**src/rtl/scan_chain_if.sv**
```systemverilog
`default_nettype none
// ============================================================================
// Module      : scan_chain_if
// Description : Scan-chain cell signal bundle (chain in/out plus project side)
// Revision    : 1.0 - initial release
// ============================================================================
interface scan_chain_if #(
  parameter int WIDTH = 8
);
  logic             scan_clk_in;
  logic             scan_data_in;
  logic             scan_select_in;
  logic             latch_enable_in;
  logic [WIDTH-1:0] module_data_out;
  logic             scan_clk_out;
  logic             scan_data_out;
  logic             scan_select_out;
  logic             latch_enable_out;
  logic [WIDTH-1:0] module_data_in;
  logic             ready;
  logic [7:0]       shift_count;

  modport slave (
    input  scan_clk_in, scan_data_in, scan_select_in, latch_enable_in,
    input  module_data_out,
    output scan_clk_out, scan_data_out, scan_select_out, latch_enable_out,
    output module_data_in, ready, shift_count
  );

  modport master (
    output scan_clk_in, scan_data_in, scan_select_in, latch_enable_in,
    output module_data_out,
    input  scan_clk_out, scan_data_out, scan_select_out, latch_enable_out,
    input  module_data_in, ready, shift_count
  );
endinterface
`default_nettype wire

```
**src/rtl/scan_chain_responder.sv**
```systemverilog
`default_nettype none
// ============================================================================
// Module      : scan_chain_responder
// Description : Project-side scan-chain cell: oversampled shift/capture/latch
// Revision    : 1.0 - initial release
// ============================================================================
module scan_chain_responder #(
  parameter int WIDTH       = 8,
  parameter int SYNC_STAGES = 2
) (
  input  wire logic   clk,
  input  wire logic   reset,
  scan_chain_if.slave bus
);

  localparam int NSIG = 4;
  localparam int SW   = SYNC_STAGES * NSIG;

  // Stage k of the synchroniser occupies bits [k*4 +: 4]; order is {latch, sel, data, clk}.
  logic [SW-1:0]        sync_q, sync_d;
  logic [SYNC_STAGES:0] warm_q, warm_d;
  logic                 hist_clk_q, hist_clk_d;
  logic                 hist_latch_q, hist_latch_d;
  logic [WIDTH-1:0]     sreg_q, sreg_d;
  logic [WIDTH-1:0]     data_in_q, data_in_d;
  logic                 sdo_q, sdo_d;
  logic                 ready_q, ready_d;
  logic [7:0]           count_q, count_d;

  logic [NSIG-1:0]      sync_now;
  logic                 s_clk, s_data, s_sel, s_latch;
  logic                 primed;
  logic                 clk_rise, clk_fall, latch_rise, shift_en;

  assign sync_now = sync_q[SW-1 -: NSIG];
  assign s_clk    = sync_now[0];
  assign s_data   = sync_now[1];
  assign s_sel    = sync_now[2];
  assign s_latch  = sync_now[3];

  // Edges are masked until the history flops hold a re-acquired level, so a
  // line already high when reset releases is not mistaken for a rising edge.
  assign primed     = warm_q[SYNC_STAGES];
  assign clk_rise   = primed &  s_clk   & ~hist_clk_q;
  assign clk_fall   = primed & ~s_clk   &  hist_clk_q;
  assign latch_rise = primed &  s_latch & ~hist_latch_q;
  assign shift_en   = clk_rise & ~s_sel;

  always_comb begin
    sync_d       = {sync_q[SW-NSIG-1:0], bus.latch_enable_in, bus.scan_select_in,
                    bus.scan_data_in, bus.scan_clk_in};
    warm_d       = {warm_q[SYNC_STAGES-1:0], 1'b1};
    hist_clk_d   = s_clk;
    hist_latch_d = s_latch;

    sreg_d = sreg_q;
    if (clk_rise) begin
      if (s_sel) sreg_d = bus.module_data_out;
      else       sreg_d = {sreg_q[WIDTH-2:0], s_data};
    end

    // Falling-edge update gives the next cell half a scan period of hold.
    sdo_d = clk_fall ? sreg_q[WIDTH-1] : sdo_q;

    data_in_d = latch_rise ? sreg_q : data_in_q;
    ready_d   = latch_rise;

    if (latch_rise)                          count_d = {7'd0, shift_en};
    else if (shift_en && count_q != 8'hFF)   count_d = count_q + 8'd1;
    else                                     count_d = count_q;
  end

  always_ff @(posedge clk or posedge reset) begin
    if (reset) begin
      sync_q       <= '0;
      warm_q       <= '0;
      hist_clk_q   <= 1'b0;
      hist_latch_q <= 1'b0;
      sreg_q       <= '0;
      data_in_q    <= '0;
      sdo_q        <= 1'b0;
      ready_q      <= 1'b0;
      count_q      <= 8'd0;
    end else begin
      sync_q       <= sync_d;
      warm_q       <= warm_d;
      hist_clk_q   <= hist_clk_d;
      hist_latch_q <= hist_latch_d;
      sreg_q       <= sreg_d;
      data_in_q    <= data_in_d;
      sdo_q        <= sdo_d;
      ready_q      <= ready_d;
      count_q      <= count_d;
    end
  end

  assign bus.scan_clk_out     = s_clk;
  assign bus.scan_select_out  = s_sel;
  assign bus.latch_enable_out = s_latch;
  assign bus.scan_data_out    = sdo_q;
  assign bus.module_data_in   = data_in_q;
  assign bus.ready            = ready_q;
  assign bus.shift_count      = count_q;

endmodule
`default_nettype wire
```
**src/flat_wrapper.sv**
```systemverilog
// flat-port wrapper written by rule: the top's interface ports become plain ports
module scan_chain_responder_flat 
#(
  parameter int WIDTH       = 8,
  parameter int SYNC_STAGES = 2
)
  (clk, reset, bus_scan_clk_in, bus_scan_data_in, bus_scan_select_in, bus_latch_enable_in, bus_module_data_out, bus_scan_clk_out, bus_scan_data_out, bus_scan_select_out, bus_latch_enable_out, bus_module_data_in, bus_ready, bus_shift_count);
  scan_chain_if #(.WIDTH(WIDTH)) bus_i ();
  input  wire logic clk;
  input  wire logic reset;
  input wire logic [$bits(bus_i.scan_clk_in)-1:0] bus_scan_clk_in;
  input wire logic [$bits(bus_i.scan_data_in)-1:0] bus_scan_data_in;
  input wire logic [$bits(bus_i.scan_select_in)-1:0] bus_scan_select_in;
  input wire logic [$bits(bus_i.latch_enable_in)-1:0] bus_latch_enable_in;
  input wire logic [$bits(bus_i.module_data_out)-1:0] bus_module_data_out;
  output wire logic [$bits(bus_i.scan_clk_out)-1:0] bus_scan_clk_out;
  output wire logic [$bits(bus_i.scan_data_out)-1:0] bus_scan_data_out;
  output wire logic [$bits(bus_i.scan_select_out)-1:0] bus_scan_select_out;
  output wire logic [$bits(bus_i.latch_enable_out)-1:0] bus_latch_enable_out;
  output wire logic [$bits(bus_i.module_data_in)-1:0] bus_module_data_in;
  output wire logic [$bits(bus_i.ready)-1:0] bus_ready;
  output wire logic [$bits(bus_i.shift_count)-1:0] bus_shift_count;
  assign bus_i.scan_clk_in = bus_scan_clk_in;
  assign bus_i.scan_data_in = bus_scan_data_in;
  assign bus_i.scan_select_in = bus_scan_select_in;
  assign bus_i.latch_enable_in = bus_latch_enable_in;
  assign bus_i.module_data_out = bus_module_data_out;
  assign bus_scan_clk_out = bus_i.scan_clk_out;
  assign bus_scan_data_out = bus_i.scan_data_out;
  assign bus_scan_select_out = bus_i.scan_select_out;
  assign bus_latch_enable_out = bus_i.latch_enable_out;
  assign bus_module_data_in = bus_i.module_data_in;
  assign bus_ready = bus_i.ready;
  assign bus_shift_count = bus_i.shift_count;
  scan_chain_responder #(.WIDTH(WIDTH), .SYNC_STAGES(SYNC_STAGES)) u_core (.clk(clk), .reset(reset), .bus(bus_i));
endmodule
```
**config.mk**
```make
export PLATFORM = sky130hd
export DESIGN_NAME = scan_chain_responder_flat
export DESIGN_NICKNAME = d
export VERILOG_FILES = /design/src/rtl/scan_chain_if.sv /design/src/rtl/scan_chain_responder.sv /design/src/flat_wrapper.sv
export SDC_FILE = /design/constraint.sdc
export NUM_CORES = 1
export LEC_CHECK = 0
export BUFFER_PORTS_ARGS = -buffer_cell sky130_fd_sc_hd__buf_2
export CORE_MARGIN = 2
export CORE_UTILIZATION = 35
export CTS_CLUSTER_DIAMETER = 30
export DETAILED_ROUTE_END_ITERATION = 8
export PLACE_DENSITY = 0.56
export SLEW_MARGIN = 20
export SYNTH_ARGS = -nofsm -noshare
export SYNTH_HDL_FRONTEND = slang
export SYNTH_SLANG_ARGS = --single-unit
```
**constraint.sdc**
```tcl
create_clock -name clk -period 2.07 [get_ports clk]
set_clock_uncertainty 0.15 [all_clocks]
set_input_delay 0.1035 -clock clk [delete_from_list [all_inputs] [get_ports clk]]
set_output_delay 0.1035 -clock clk [all_outputs]
set_load 0.01 [all_outputs]
```
Yosys cells after proc, flatten, opt, wreduce, memory -nomap -nowiden
Index checks and enable logic that the tools add are counted.
- $add $sub $neg: 1
- equal/unequal tests: 1
- muxes and demuxes: 3
- bitwise operators: 11
- reduce and logical (&&, ||, !) cells: 2
- operators by type and width (kind ; count):
    two-way mux 8 bit ; 3
    adder 8 x 1 -> 8 bit (second input constant) ; 1
    != test 8 bit (second input constant) ; 1
    bitwise AND 1 bit ; 7
    NOT 1 bit ; 4
    nonzero test 2 bit ; 1
    logical AND 1 bit ; 1
- register bits after elaboration: 39
- bits of input ports: 14
- output and inout port bits: 21
- logic and storage cells: 27

Depth between registers and ports, before layout
Gate-level depths: netlist of run 1.
- depth after elaboration: 6
- depth in mapped cells: 5
- depth with buffers taken out: 5

Worst setup path before layout of run 1
No wires, ideal clock.
- path type: register to register
- from: register u_core.sync_q[6]
- to: register u_core.count_q[4], in the netlist u_core.bus.shift_count[4]
- library setup time: 66 ps
- arrival time: 1528 ps
- data required time: 1854 ps
- slack: 326 ps
- stages on the path, launching flop included: 6
- buffers on the path: 1
- clock period less this slack: 1744 ps
- cells stage by stage: dfrtp_1 > buf_6 > and4bb_2 > o21ai_2 > or4_1 > nand2_1
- cells in the longest elaborated chain, start to end: 4
- ends and longest elaborated chain (item ; RTL line ; RTL):
    start: declaration ; scan_chain_responder.sv:20 ; logic [SW-1:0] sync_q, sync_d;
    start signal: assignment ; scan_chain_responder.sv:85 ; sync_q <= sync_d;
    NOT 1 bit ; scan_chain_responder.sv:47 ; assign shift_en = clk_rise & ~s_sel;
    bitwise AND 1 bit ; scan_chain_responder.sv:47 ;
    logical AND 1 bit ; scan_chain_responder.sv:69 ; else if (shift_en && count_q != 8'hFF) count_d = count_q + 8'd1;
    nonzero test 2 bit (no line) ; n/a ;
    end signal: assignment ; scan_chain_responder.sv:93 ; count_q <= count_d;
    end: declaration ; scan_chain_responder.sv:28 ; logic [7:0] count_q, count_d;
No other way between the ends.
A chain may end at the register's enable or synchronous reset.

Worst setup path in the final report of run 1
- from: register u_core.count_q[0], in the netlist u_core.bus.shift_count[0]
- to: register u_core.count_q[4], in the netlist u_core.bus.shift_count[4]
- cells in the longest elaborated chain, start to end: 3
- elaborated cells between the ends (all ways): 6
- classes of those cells: 1 x add/sub; 1 x eq/ne; 2 x mux; 2 x reduce/logical
- ends and longest elaborated chain (item ; RTL line):
    adder 8 x 1 -> 8 bit or != test 8 bit (tied branches) ; scan_chain_responder.sv:69
    two-way mux 8 bit or logical AND 1 bit (tied branches) ; scan_chain_responder.sv:69
    two-way mux 8 bit or nonzero test 2 bit (tied branches) ; n/a
Parallel ways exist; a longest one is shown, timed or not. The select of a mux whose other input is x is not followed.

==> results.toml, run 1 <==
[run_status]
status = "finished clean"

[worst_hold_path]
hold_class = "reg2reg"

[final_layout]
area_delta_synth_final_pct = 32.41
stdcell_area_sq_um = 2024
final_nets = 200
stdcell_count = 238
drive_gt1_share_pct = 26.88
final_util_pct = 47.14
multiInputGateArea_sq_um = 513.0
regArea_sq_um = 975.9
antennaDiodeCount = 0
nFillCells = 407

[routing]
post_drt_wl_per_cell_um = 12.72
drtAntennaViolNets = 0
vias = 1097
drt_iter0_drc = 67
dr.pass1.iters = 5
drcViolationCount = 0
drt-total-wl_um = 3028
vias_per_cell = 4.609

[sta]
fin_crit_ps = 1745
fmax_ghz = 0.5731
setup_tns_ps = 0
tightest_slew_ps = 520.7
finalHoldViolCount = 0
finalMaxSlewViolations = 0
rsz0062_at_grt = "false"
period_share_pct = 84.30
relSlewSlack_pct = 65.18
final-setup-viol-count = 0

[worst_setup_path]
crit_type = "reg2reg"
crit_path_end_kind = "flip-flop"
startpoint_type = "flip-flop"
cp_max_fo = 5
arrival_ps = 1820
cp.required_ps = 2150

[floorplanning]
dieArea_sq_um = 4913
die_h_um = 70.10
die_w_um = 70.10
top_level_ports = 35
core_area_sq_um = 4294
start_util_pct = 35.61
rows = 24

[synthesis]
yosys_register_bits = 39
synth.avg_cell_area_sq_um = 11.67
synth_cells = 131
synth_warnings = 0
synth_nets = 146
synth-seq-area-share_pct = 63.83
synth_cell_types = 28
syn_area_sq_um = 1529

[clocking]
cts-root-buf = "clkbuf_8"
cts.sinks = 39
cts_made_buffers = 5
ctsResizeCount = 0
clk_path_buf_depth = 2
clkLatencyLatePin_ps = 290
cts_setup_buffers = 0
cts_tree = "yes"
clk_pin_slew_ps = 70
cts-htree-levels = 2

[pwr]
p_per_area_nw_per_um2 = 923.1
ir_drop_mv = 0.3476
p_leak_nw = 1.052

[placed_design]
dpl_cell_area_sq_um = 1762
io_buffers = 34
gp_congestion = 0.7891
dp_hpwl_um = 1976
dp.cells = 217

[global_route]
first_global_vias = 1113
grt_max_degree = 40
antenna_found_initial = 0
grt_overflow_total = 0
grt_usage_pct = 13.68
grt_pass1_wl_um = 5202

[flow_run]
maxCapViolCount = 0
-- cell usage after synthesis, drive strengths merged --
library cell  number  share of area [%]
nand2             36                8.8
and4bb             1               0.82
ha                 1               0.82
inv                2               0.49
mux2i              9                5.9
clkbuf             2                1.1
and4               1               0.57
nor2               4               0.98
o31ai              1               0.49
buf                2               0.98
o21ai              9                3.2
o2111ai            1               0.57
conb               1               0.25
xor2               3                1.7
o211ai             5                2.5
nand3b             3                1.5
dfrtp             39                 64
nand2b             1               0.41
o211a              1               0.65
and3               1               0.41
or4                1               0.49
nand4              1               0.82
mux2               1               0.74
nand3              4                1.3
and3b              1               0.65
-- repair_timing --
item | in CTS | in global routing
endpoints found under the setup margin | 0 | 0
hold buffers | 13 | 0
hold endpoints to repair | 51 | 0
-- flip-flops by register name, summed over array words and instances, names as in the netlist, 3 cells and up --
register                   flops
u_core.bus.shift_count         8
u_core.warm_q                  3
u_core.bus.module_data_in      8
u_core.sync_q                  8
u_core.sreg_q                  8
-- layout make-up --
class	count	area share, %
flip-flops and latches	39	48.21
multi-input cells	86	25.34
repair buffers	51	16.32
clock buffers	6	3.585
well taps	52	3.214
clock inverters	2	2.967
inverters	2	0.3708
-- metal layers --
metal | global-route usage (%) | wire length, um | vias up
met5 | 0 | 0 | -
met4 | 7.051 | 72 | 0
met3 | 4.040 | 144 | 7
met2 | 21.59 | 1403 | 32
met1 | 17.00 | 1408 | 506
li1 | - | - | 552
-- worst max-delay path, stage by stage, from the launching register on --
cell and delay, ps:
dfrtp_1 430, ha_1 270, nand3_1 170, o21ai_2 120, or4_1 470, nand2_1 80
-- cells by family after synthesis --
family                     Yosys count  share of synthesized area, %
xor gates and xnor gates             3                         1.719
other                                1                        0.2453
buffers and inverters                6                         2.618
muxes                               10                         6.629
and+or+nand+nor                     54                         16.78
adders and majority gates            1                        0.8182
DFF                                 39                         63.83
AOI/OAI and AO/OA                   17                         7.366
-- cells in the final DEF (no fill, tap or decap), types with 3 or more instances in the layout --
master and n:
buf_2 34, clkbuf_8 5, xor2_1 3, dfrtp_1 39, nand2_1 36, o211ai_1 5, nor2_1 4, o21ai_0 8
nand3_1 4, dlygate4sd3_1 13, mux2i_1 9, buf_4 4, nand3b_1 3
-- metrics by stage --
stage | hold WS, ps | power (W) | setup WS, ps
finish | 201.1 | 0.001869 | 325.0
global route | 206.7 | 0.001968 | 253.4
CTS | 202.2 | 0.001894 | 329.7
detailed placement | 63.24 | 0.001132 | 353.4
global placement | 61.05 | 0.001120 | 409.9
floorplan | -15.07 | 0.001037 | 326.1
-- report_power, final --
| group | total [W] | leakage [nW] | switching [W] | internal (W) |
|---|---|---|---|---|
| sequential | 0.000905 | 0.483 | 0.0000550 | 0.000850 |
| combinational | 0.000226 | 0.504 | 0.000118 | 0.000108 |
| clock | 0.000738 | 0.0654 | 0.000257 | 0.000482 |
| total | 0.00187 | 1.05 | 0.000430 | 0.00144 |
-- final timing paths --
kind / from / endpoint / slack (ps) / cells past startpoint
max: u_core.bus.shift_count[0]$_DFFE_PP0P_ / u_core.bus.shift_count[4]$_DFFE_PP0P_ / 330 / 5
min: u_core.sync_q[3]$_DFF_PP0_ / u_core.sync_q[7]$_DFF_PP0_ / 200 / 0
max reg2reg: u_core.bus.shift_count[0]$_DFFE_PP0P_ / u_core.bus.shift_count[4]$_DFFE_PP0P_ / 330 / 5
min reg2reg: u_core.sync_q[3]$_DFF_PP0_ / u_core.sync_q[7]$_DFF_PP0_ / 200 / 0
max in group asynchronous: reset / u_core.bus.module_data_in[5]$_DFFE_PP0P_ / 1120 / 4
min in group asynchronous: reset / u_core.sreg_q[7]$_DFFE_PP0P_ / 310 / 4
Power figures use the tool's default switching activity.
==> run 2: changes to the inputs <==
- clock period: 2.07 -> 1.73 ns (I/O delays scaled with it)
==> run 2 against run 1 <==
Critical path depth unchanged. Sequential share of layout area up 0.18 points. Core utilization decreased by 0.17 points. Flip-flop and latch count did not move.
==> results.toml, run 2 (synthesis results as in run 1) <==
[run_status]
status = "finished clean"

[routing]
drt_iter0_drc = 82
vias = 1127
post_drt_wl_per_cell_um = 12.25
dr.pass1.iters = 4
vias_per_cell = 4.696
drcViolationCount = 0
drt-total-wl_um = 2940
drtAntennaViolNets = 0

[sta]
whs_ps = 198.0
finalMaxSlewViolations = 0
tightest_slew_ps = 506.2
relSlewSlack_pct = 66.15
period_share_pct = 93.78
fmax_ghz = 0.6163
finalHoldViolCount = 0
final-setup-viol-count = 0
fin_crit_ps = 1622

[final_layout]
regArea_sq_um = 975.9
multiInputGateArea_sq_um = 528.0
antennaDiodeCount = 0
final_common_cell = "dfrtp_1"
final_cell_mix = "dfrtp_1, nand2_1, buf_2"
drive_gt1_share_pct = 29.26
nFillCells = 402
area_delta_synth_final_pct = 31.91
stdcell_area_sq_um = 2017
final_nets = 203

[clocking]
cts.sinks = 39
cts-root-buf = "clkbuf_8"
cts_made_buffers = 5
cts_tree = "yes"
clk_pin_slew_ps = 70
cts-htree-levels = 2
clkLatencyLatePin_ps = 280
clk_path_buf_depth = 2

[pwr]
p_per_area_nw_per_um2 = 977.1
p_leak_nw = 1.048
ir_drop_mv = 0.4501

[placed_design]
gp_congestion = 0.8990
io_buffers = 34
dp_hpwl_um = 1949
dpl_cell_area_sq_um = 1777

[worst_setup_path]
startpoint_type = "flip-flop"
arrival_ps = 1650
cp.required_ps = 1760
crit_type = "reg2reg"
r2r_cells = 5
crit_path_end_kind = "flip-flop"
cp_max_fo = 5

[floorplanning]
die_w_um = 70.10
core_area_sq_um = 4294
top_level_ports = 35
die_h_um = 70.10
start_util_pct = 35.61
dieArea_sq_um = 4913
rows = 24

[worst_hold_path]
hold_path_depth = 0
hold_class = "reg2reg"

[global_route]
grtUsageMet2_pct = 18.62
use_met1_pct = 17.11
grt_overflow_total = 0
antenna_found_initial = 0
met3_usage_pct = 6.205
grt_usage_pct = 12.88
first_global_vias = 1053
top_usage_layer = "met2"
grt_pass1_wl_um = 4899
grt_max_degree = 40

[flow_run]
maxCapViolCount = 0
run 2: final timing paths:
kind	endpoint	from	slack [ps]
hold reg to reg	u_core.sync_q[7]$_DFF_PP0_	u_core.sync_q[3]$_DFF_PP0_	200
setup / recovery	u_core.bus.shift_count[3]$_DFFE_PP0P_	u_core.bus.shift_count[0]$_DFFE_PP0P_	110
min in group asynchronous	u_core.bus.scan_data_out$_DFFE_PP0P_	reset	300
max in group asynchronous	u_core.bus.shift_count[6]$_DFFE_PP0P_	reset	800
hold / removal	u_core.sync_q[7]$_DFF_PP0_	u_core.sync_q[3]$_DFF_PP0_	200
setup reg to reg	u_core.bus.shift_count[3]$_DFFE_PP0P_	u_core.bus.shift_count[0]$_DFFE_PP0P_	110
run 2: layout make-up:
cell class              instances  area share, %
clock buffers                   6          4.094
clock inverters                 1         0.2481
inverters                       2         0.3722
multi-input cells              86          26.18
flip-flops and latches         39          48.39
well taps                      52          3.226
repair buffers                 54          17.49
run 2: repair_timing:
action | 4_1_cts | 5_1_grt
hold buffers | 13 | 0
endpoints found under the hold margin | 51 | 0
resized for setup | 0 | 2
setup endpoints to repair | 0 | 5
setup buffers | 0 | 2
run 2: worst max-delay path, stage by stage (launching register included):
cell	delay, ps
dfrtp_1	410
ha_2	250
nand3_2	140
o211ai_1	330
xor2_1	190
nor2_1	50
run 2: power by group:
part / switching [W] / internal (W) / total, W / leakage [nW]
logic: 0.000143 / 0.000139 / 0.000282 / 0.518
clock network: 0.000293 / 0.000312 / 0.000605 / 0.0470
registers: 0.0000668 / 0.00102 / 0.00108 / 0.483
total: 0.000502 / 0.00147 / 0.00197 / 1.05
run 2: metrics by stage:
stage	TNS (ps)	util (%)	power, W	setup slack [ps]	cells
finish	0	46.97	0.001971	107.5	240
CTS	0	46.45	0.001987	16.62	238
floorplan	0	-	0.001241	60.75	131
detailed placement	0	41.38	0.001352	25.55	218
global route	-9.990	46.97	0.002084	-9.990	240
global placement	0	41.38	0.001342	141.0	218
run 2: per-layer routing:
| layer | routed length, um | vias up |
|---|---|---|
| met5 | 0 | - |
| met4 | 23 | 0 |
| met3 | 220 | 4 |
| met2 | 1275 | 42 |
| met1 | 1421 | 521 |
| li1 | - | 560 |
==> run 3: changes to the inputs <==
- PLACE_DENSITY: 0.56 -> 0.58
- SETUP_SLACK_MARGIN: default -> 0.1
- clock period: 1.73 -> 1.32 ns (I/O delays scaled with it)
==> run 3 against run 2 <==
The flow now finishes with violations (negative setup slack). Clock power grew 67%. Register-to-register slack lost 300 ps. Setup slack lost 300 ps. Largest cell class unchanged.
==> results.toml, run 3 (synthesis results as in run 1) <==
[run_status]
status = "finished, violations left"
violations = "negative setup slack"

[placed_design]
dpl_cell_area_sq_um = 1912
dp_hpwl_um = 2252
dp_worst_setup_slack_ps = -206.7
dp.cells = 232
gp_congestion = 0.9084
io_buffers = 34

[worst_hold_path]
hold_class = "reg2reg"
hold_path_depth = 0
hp-start = "u_core.warm_q[1]$_DFF_PP0_"

[pwr]
ir_drop_mv = 0.7051
p_leak_nw = 1.172
p_per_area_nw_per_um2 = 1281

[sta]
final-setup-viol-count = 8
finalHoldViolCount = 0
whs_ps = 199.8
setup_tns_ps = -999.8
setup_slack_ps = -190.2
period_share_pct = 114.4
fin_crit_ps = 1510
rsz0062_at_grt = "true"
fmax_ghz = 0.6622
finalMaxSlewViolations = 0

[worst_setup_path]
crit_type = "reg2reg"
path_cells = "and4bb_4, o21ai_4, or4_1, nand2_1"
cp.required_ps = 1400
cp_max_fo = 6
crit_path_start = "u_core.hist_clk_q$_DFF_PP0_"
crit_path_end_kind = "flip-flop"
r2r_cells = 4
slowest_stage = "and4bb_4"
arrival_ps = 1590
worstReg2RegStart = "u_core.hist_clk_q$_DFF_PP0_"
max_stage_delay_ps = 390
startpoint_type = "flip-flop"

[routing]
drtAntennaViolNets = 0
post_drt_wl_per_cell_um = 13.58
drcViolationCount = 0
wl_met3_um = 239
top_layer_used = "met4"
vias_per_cell = 4.879
vias = 1254
dr.pass1.iters = 4
drt-total-wl_um = 3491
drt_iter0_drc = 103
wl_met1_um = 1444
dr_wl_met2_um = 1742

[flow_run]
maxCapViolCount = 0

[clocking]
cts_made_buffers = 5
clk_pin_slew_ps = 80
clk_path_buf_depth = 2
cts-htree-levels = 2
cts_tree = "yes"
clkLatencyLatePin_ps = 280
cts.sinks = 39
cts-root-buf = "clkbuf_8"

[final_layout]
drive_gt1_share_pct = 41.46
multiInputGateArea_sq_um = 600.6
area_delta_synth_final_pct = 50.08
stdcell_count = 257
stdcell_area_sq_um = 2295
final_nets = 219
final_cell_mix = "dfrtp_1, buf_2, nand2_1"
regArea_sq_um = 975.9
final_common_cell = "dfrtp_1"
nFillCells = 376
antennaDiodeCount = 0

[global_route]
grt_usage_pct = 14.13
grt_max_degree = 40
grt_overflow_total = 0
antenna_found_initial = 0
grt_pass1_wl_um = 5402
first_global_vias = 1206

[floorplanning]
die_w_um = 70.10
die_h_um = 70.10
start_util_pct = 35.61
top_level_ports = 35
dieArea_sq_um = 4913
core_area_sq_um = 4294
rows = 24
-- run 3: timing repair --
item,4_1_cts,5_1_grt
endpoints found under the setup margin,20,29
resized for setup,11,27
pin swaps,3,8
hold buffers,13,0
endpoints found under the hold margin,51,0
cloned,0,1
setup buffers,2,2
-- run 3: worst max-delay path: cells and delay by family (launching register included) --
kind | cells | cell delay (ps)
flops | 1 | 370
compound gates | 1 | 80
simple gates | 3 | 860
-- run 3: worst paths after layout --
path	endpoint	slack (ps)
max	u_core.bus.shift_count[4]$_DFFE_PP0P_	-190
min	u_core.warm_q[2]$_DFF_PP0_	200
max reg2reg	u_core.bus.shift_count[4]$_DFFE_PP0P_	-190
min reg2reg	u_core.warm_q[2]$_DFF_PP0_	200
max in group asynchronous	u_core.bus.module_data_in[6]$_DFFE_PP0P_	620
min in group asynchronous	u_core.bus.scan_data_out$_DFFE_PP0P_	210
-- run 3: stage by stage --
| step | power (W) | utilization, % |
|---|---|---|
| after floorplan | 0.001635 | - |
| after global placement | 0.001805 | 44.52 |
| after detailed placement | 0.001830 | 44.52 |
| after CTS | 0.002903 | 51.05 |
| after global routing | 0.003099 | 53.44 |
| final | 0.002940 | 53.44 |
-- run 3: power breakdown --
group          switching [W]  total, W  internal [W]
combinational       0.000233  0.000485      0.000251
clock               0.000403   0.00101      0.000611
sequential          0.000109   0.00144       0.00133
-- run 3: final cells by class --
cell class | instances | area share (%)
multi-input combinational | 86 | 26.17
tap | 52 | 2.835
sequential | 39 | 42.53
clock inverter | 2 | 1.527
timing repair buffer | 70 | 23.01
clock buffer | 6 | 3.599
inverter | 2 | 0.3272
-- run 3: metal layers --
metal	global-route usage [%]	up-vias
met5	0	-
met4	5.983	0
met3	5.628	6
met2	22.22	52
met1	17.24	608
li1	-	588
